<file path="src/rtl/sram_req_arbiter.sv">
`default_nettype none
// ============================================================================
//  Module      : sram_req_arbiter
//  Description : Shares one sram-like memory port between the read-only
//                instruction fetch port (inst_*) and the load/store data
//                port (data_*). Data has priority; inst is forced through
//                after STARVE_LIMIT consecutive data grants while it waits.
//                Accepted requests are tracked in an in-order ID FIFO so
//                each memory response is steered to the requester that
//                issued it.
//  Ports       : clk, reset (sync, active high)
//                inst_*  fetch requester : req/addr in, addr_ok/data_ok/rdata out
//                data_*  data requester  : req/wr/wstrb/addr/wdata in,
//                                          addr_ok/data_ok/rdata out
//                mem_*   memory side     : req/wr/wstrb/addr/wdata out,
//                                          addr_ok/data_ok/rdata in
//  Revision    : 1.0 - initial release
// ============================================================================
module sram_req_arbiter #(
   parameter int MAX_OUTST    = 4,
   parameter int STARVE_LIMIT = 3
) (
   input  logic        clk,
   input  logic        reset,
   // fetch port
   input  logic        inst_req,
   input  logic [31:0] inst_addr,
   output logic        inst_addr_ok,
   output logic        inst_data_ok,
   output logic [31:0] inst_rdata,
   // data port
   input  logic        data_req,
   input  logic        data_wr,
   input  logic [3:0]  data_wstrb,
   input  logic [31:0] data_addr,
   input  logic [31:0] data_wdata,
   output logic        data_addr_ok,
   output logic        data_data_ok,
   output logic [31:0] data_rdata,
   // memory port
   output logic        mem_req,
   output logic        mem_wr,
   output logic [3:0]  mem_wstrb,
   output logic [31:0] mem_addr,
   output logic [31:0] mem_wdata,
   input  logic        mem_addr_ok,
   input  logic        mem_data_ok,
   input  logic [31:0] mem_rdata
);

   localparam int c_PTR_W = (MAX_OUTST > 1) ? $clog2(MAX_OUTST) : 1;
   localparam int c_CNT_W = $clog2(MAX_OUTST + 1);
   localparam int c_STV_W = $clog2(STARVE_LIMIT + 1);

   localparam logic [c_PTR_W-1:0] c_PTR_ONE  = c_PTR_W'(1);
   localparam logic [c_CNT_W-1:0] c_CNT_ONE  = c_CNT_W'(1);
   localparam logic [c_CNT_W-1:0] c_CNT_FULL = c_CNT_W'(MAX_OUTST);
   localparam logic [c_STV_W-1:0] c_STV_ONE  = c_STV_W'(1);
   localparam logic [c_STV_W-1:0] c_STV_MAX  = c_STV_W'(STARVE_LIMIT);

   // Requester ID stored per outstanding request
   localparam logic c_ID_INST = 1'b0;
   localparam logic c_ID_DATA = 1'b1;

   logic [MAX_OUTST-1:0] r_id_fifo;
   logic [c_PTR_W-1:0]   r_rd_ptr;
   logic [c_PTR_W-1:0]   r_wr_ptr;
   logic [c_CNT_W-1:0]   r_count;
   logic [c_STV_W-1:0]   r_starve_cnt;

   logic w_full;
   logic w_grant_data;
   logic w_grant_inst;
   logic w_push;
   logic w_pop;
   logic w_pop_id;

   // ------------------------------------------------------------------------
   // Grant: purely from registered state and current requests. A pop in the
   // same cycle does not free a slot for a grant (no bypass), which keeps the
   // path from mem_data_ok to mem_req free of combinational coupling.
   // ------------------------------------------------------------------------
   always_comb begin
      w_full       = (r_count == c_CNT_FULL);
      w_grant_data = 1'b0;
      w_grant_inst = 1'b0;
      if (!reset && !w_full) begin
         if (data_req && !(inst_req && (r_starve_cnt == c_STV_MAX)))
            w_grant_data = 1'b1;
         else if (inst_req)
            w_grant_inst = 1'b1;
      end
   end

   // Request mux towards memory; idle drives everything to zero
   always_comb begin
      mem_req   = 1'b0;
      mem_wr    = 1'b0;
      mem_wstrb = 4'h0;
      mem_addr  = 32'h0;
      mem_wdata = 32'h0;
      if (w_grant_data) begin
         mem_req   = 1'b1;
         mem_wr    = data_wr;
         mem_wstrb = data_wstrb;
         mem_addr  = data_addr;
         mem_wdata = data_wdata;
      end else if (w_grant_inst) begin
         mem_req   = 1'b1;
         mem_addr  = inst_addr;
      end
   end

   assign inst_addr_ok = w_grant_inst & mem_addr_ok;
   assign data_addr_ok = w_grant_data & mem_addr_ok;

   assign w_push   = mem_req & mem_addr_ok;
   // Responses with nothing outstanding (e.g. stragglers after reset) are dropped
   assign w_pop    = !reset && mem_data_ok && (r_count != '0);
   assign w_pop_id = r_id_fifo[r_rd_ptr];

   assign inst_data_ok = w_pop & (w_pop_id == c_ID_INST);
   assign data_data_ok = w_pop & (w_pop_id == c_ID_DATA);
   assign inst_rdata   = mem_rdata;
   assign data_rdata   = mem_rdata;

   // ------------------------------------------------------------------------
   // Outstanding-ID FIFO
   // ------------------------------------------------------------------------
   always_ff @(posedge clk) begin
      if (reset) begin
         r_id_fifo <= '0;
         r_rd_ptr  <= '0;
         r_wr_ptr  <= '0;
         r_count   <= '0;
      end else begin
         if (w_push) begin
            r_id_fifo[r_wr_ptr] <= w_grant_data ? c_ID_DATA : c_ID_INST;
            r_wr_ptr            <= r_wr_ptr + c_PTR_ONE;
         end
         if (w_pop)
            r_rd_ptr <= r_rd_ptr + c_PTR_ONE;
         case ({w_push, w_pop})
            2'b10:   r_count <= r_count + c_CNT_ONE;
            2'b01:   r_count <= r_count - c_CNT_ONE;
            default: r_count <= r_count;
         endcase
      end
   end

   // ------------------------------------------------------------------------
   // Starvation counter: counts data accepts that overtook a waiting fetch
   // ------------------------------------------------------------------------
   always_ff @(posedge clk) begin
      if (reset) begin
         r_starve_cnt <= '0;
      end else if (!inst_req || inst_addr_ok) begin
         r_starve_cnt <= '0;
      end else if (data_addr_ok && (r_starve_cnt != c_STV_MAX)) begin
         r_starve_cnt <= r_starve_cnt + c_STV_ONE;
      end
   end

endmodule
`default_nettype wire

</file>
<file path="config.mk">
export PLATFORM = sky130hd
export DESIGN_NAME = sram_req_arbiter
export DESIGN_NICKNAME = d
export VERILOG_FILES = /design/src/rtl/sram_req_arbiter.sv
export SDC_FILE = /design/constraint.sdc
export NUM_CORES = 1
export LEC_CHECK = 0
export BUFFER_PORTS_ARGS = -buffer_cell sky130_fd_sc_hd__buf_4
export CAP_MARGIN = 40
export CORE_AREA = 4 4 104 106
export CTS_CLUSTER_SIZE = 20
export DETAILED_ROUTE_END_ITERATION = 6
export DIE_AREA = 0 0 108 110
export GPL_ROUTABILITY_DRIVEN = 0
export PLACE_DENSITY = 0.7
export SETUP_SLACK_MARGIN = 0.4
export SLEW_MARGIN = 15
export SYNTH_ARGS = -nofsm -noshare
export SYNTH_HDL_FRONTEND = slang
export SYNTH_SLANG_ARGS = --single-unit
</file>
<file path="constraint.sdc">
create_clock -name clk -period 2.2 [get_ports clk]
set_input_delay 0.11 -clock clk [delete_from_list [all_inputs] [get_ports clk]]
set_output_delay 0.11 -clock clk [all_outputs]
set_load 0.02 [all_outputs]
</file>
==> impl_metrics.json <==
{
  "drv_cap": 0,
  "comb_power_share_pct": 58.5,
  "clkTransAtPathRegs_ns": 0.06,
  "cts_tree": "built",
  "ant_nets": 0,
  "drt-total-wl_um": 10100,
  "htreeDepth": 1,
  "p_int_mw": 0.737,
  "fin_skew_ns": 0.00102,
  "r2r-start": "r_count[1]",
  "vias": 2520,
  "relSlewSlack_pct": 69.5,
  "fp.dieH_um": 110,
  "initial_core_util_pct": 21.6,
  "cp-start-kind": "flip-flop",
  "sw_frac_of_total_pct": 36.4,
  "cp_num_buf_inv": 1,
  "drive_gt1_share_pct": 62.7,
  "grt_pass1_wl_um": 13900,
  "synth_seq_cells": 13,
  "power_switching_mw": 0.422,
  "setup_viol": 0,
  "cp.depth": 9,
  "holdBufCountCts": 0,
  "synth_common_cells": "buf_4, nor2_1, a32oi_1",
  "grt_pass1_vias": 2640,
  "cp_slowest_stage_delay_ns": 0.36,
  "fin_crit_ns": 1.95,
  "peakVddDrop_v": 0.000253,
  "crit_slowest_cell": "dfxtp_4",
  "run_status": "completed",
  "dieWidth_um": 108,
  "async_flop_share_pct": 0,
  "grt_start_max_net_pins": 41,
  "path_delay_family": "simple AND/OR/NAND/NOR gates",
  "synth.largest_area_cell": "buf_4",
  "fin_nets": 549,
  "numPlacedInstances": 509,
  "drc": 0,
  "buffer_ports.inserted": 180,
  "grt_antenna_before_repair": 0,
  "clockPowerShare_pct": 18.8,
  "diodes": 0,
  "setup_tns_ns": 0,
  "power_leakage_nw": 1.69,
  "yosysTopAreaCellShare_pct": 22.8,
  "ioPinCount": 277,
  "firstDrtPassIters": 4,
  "cts_made_buffers": 3,
  "power_frac_seq_pct": 22.6,
  "synth_ff_type": "dfxtp_1",
  "worstSetupStartpoint": "r_count[1]",
  "path_cells": "nor3b_4 -> nor2_2 -> o21ai_1 -> ha_2 -> inv_2 -> fa_2 -> xor2_1 -> or3_1 -> a21oi_1",
  "cts.sinks": 13,
  "yosysMostFrequentCell": "buf_4",
  "wl_per_cell_um": 19.0,
  "hpwl_um": 7180,
  "fmax_ghz": 0.512,
  "via_per_inst": 4.71,
  "tightest_slew_ns": 0.456,
  "hold_viol_final": 0,
  "timing.final.crit_share_pct": 88.8,
  "syn_avg_cell_area_um2": 7.61,
  "pre_cts_ws_ns": 0.120,
  "root_buffer": "clkbuf_8",
  "yosysSeqAreaShare_pct": 12.4,
  "synthesis.nets": 423,
  "clock_path_buffers": 2,
  "power_mw": 1.16,
  "yosys_warnings": 0,
  "grt_usage_pct": 14.9,
  "gr-total-overflow": 0,
  "worstSkewPairLatency_ns": 0.25,
  "r2r_slack_ns": 0.25,
  "cp_data_required_time_ns": 2.38,
  "path_max_fanout": 5,
  "syn_inst": 277,
  "arrival_ns": 2.13,
  "rr_worst_depth": 9,
  "synth_area_mm2": 0.00211,
  "crit_end": "r_count[2]",
  "core_mm2": 0.00977,
  "power.density_mw_per_mm2": 329,
  "hp-class": "in -> reg",
  "ys_top_cells_by_area": "buf_4, a32oi_1, dfxtp_1, and2_4, nor2_1",
  "drt_iter0_drc": 107,
  "fin_cells": 535,
  "critical_path_class": "reg -> reg",
  "syn2layout_area_growth_pct": 67.2,
  "cp-end-kind": "flip-flop",
  "fp-row-count": 36,
  "setup_slack_ns": 0.246,
  "r2r_end": "r_count[2]",
  "slew_viol_final": 0,
  "dieArea_mm2": 0.0119,
  "synth_cell_type_count": 37,
  "rsz0062_at_grt": "true",
  "synth_edf_count": 0
}
-- cells by family (layout without fill, tap and decap cells) --
kind of cell / Yosys count / count (layout) / synth area share [%]
AOI/OAI and AO/OA: 53 / 53 / 20.5
xor gates and xnor gates: 2 / 2 / 0.832
DFF: 13 / 13 / 12.4
buffers and inverters: 94 / 213 / 30.2
adders and majority gates: 7 / 7 / 4.51
muxes: 2 / 2 / 1.54
and+or+nand+nor: 106 / 112 / 30.0
-- layer usage --
layer  up-vias  GRT usage, %  share of wire (%)
met5         -             0                  0
met4         0          3.16                1.5
met3        15          2.74                8.2
met2       172          28.5                 53
met1      1163          17.2                 38
li1       1170             -                  -
-- power by group through the flow --
stage	Clock [mW]	Sequential [mW]	Combinational, mW
3_5_place_dp	0	0.270	0.583
2_1_floorplan	0	0.266	0.460
5_1_grt	0.234	0.264	0.725
3_3_place_gp	0	0.268	0.574
4_1_cts	0.220	0.264	0.659
6_report	0.218	0.262	0.678
-- flip-flops by register name, indices dropped and copies added (netlist names) --
| register | cells |
|---|---|
| r_id_fifo | 4 |
| r_count | 3 |
| r_rd_ptr | 2 |
| r_starve_cnt | 2 |
| r_wr_ptr | 2 |
-- worst min path at each step --
stage	startpoint	end	slack, ns	cells past startpoint
after floorplan	reset	r_rd_ptr[1]	0.33	3
after global placement	mem_rdata[7]	data_rdata[7]	0.22	0
after detailed placement	mem_rdata[7]	data_rdata[7]	0.22	0
after CTS	reset	r_count[2]	0.13	2
after global routing	reset	r_count[2]	0.15	2
final	reset	r_count[2]	0.12	2
-- what timing repair did --
| item | CTS | global route |
|---|---|---|
| endpoints found under the setup margin | 73 | 62 |
| buffers inserted | 9 | 3 |
| pin swaps | 5 | 8 |
| cloned | 7 | 3 |
| resized for setup | 20 | 17 |
-- final cells by class --
class                      count  area [µm²]
clock buffer                   4        45.0
tap                          133         166
timing repair buffer         201        1650
sequential                    13         277
multi-input combinational    176        1360
inverter                       8        30.0
fill                         989        6250
-- placed cells by master (no fill, tap or decap), types with 5 or more instances in the layout --
cell type / synthesis / routed
a21oi_1: 5 / 5
a32oi_1: 32 / 30
and2_1: 19 / 17
and2_4: 20 / 22
and3_4: 1 / 5
buf_4: 64 / 189
buf_6: 2 / 5
dfxtp_1: 13 / 8
inv_1: 8 / 7
nor2_1: 39 / 38
-- per-stage QoR --
stage	hold slack, ns	area [µm²]	utilization, %
final	0.125	3520	36.0
after global placement	0.220	3090	31.6
after global routing	0.149	3520	36.0
after CTS	0.132	3410	34.9
after floorplan	0.328	2130	-
after detailed placement	0.220	3090	31.6
Note: power is estimated with default switching activity, not from simulation.
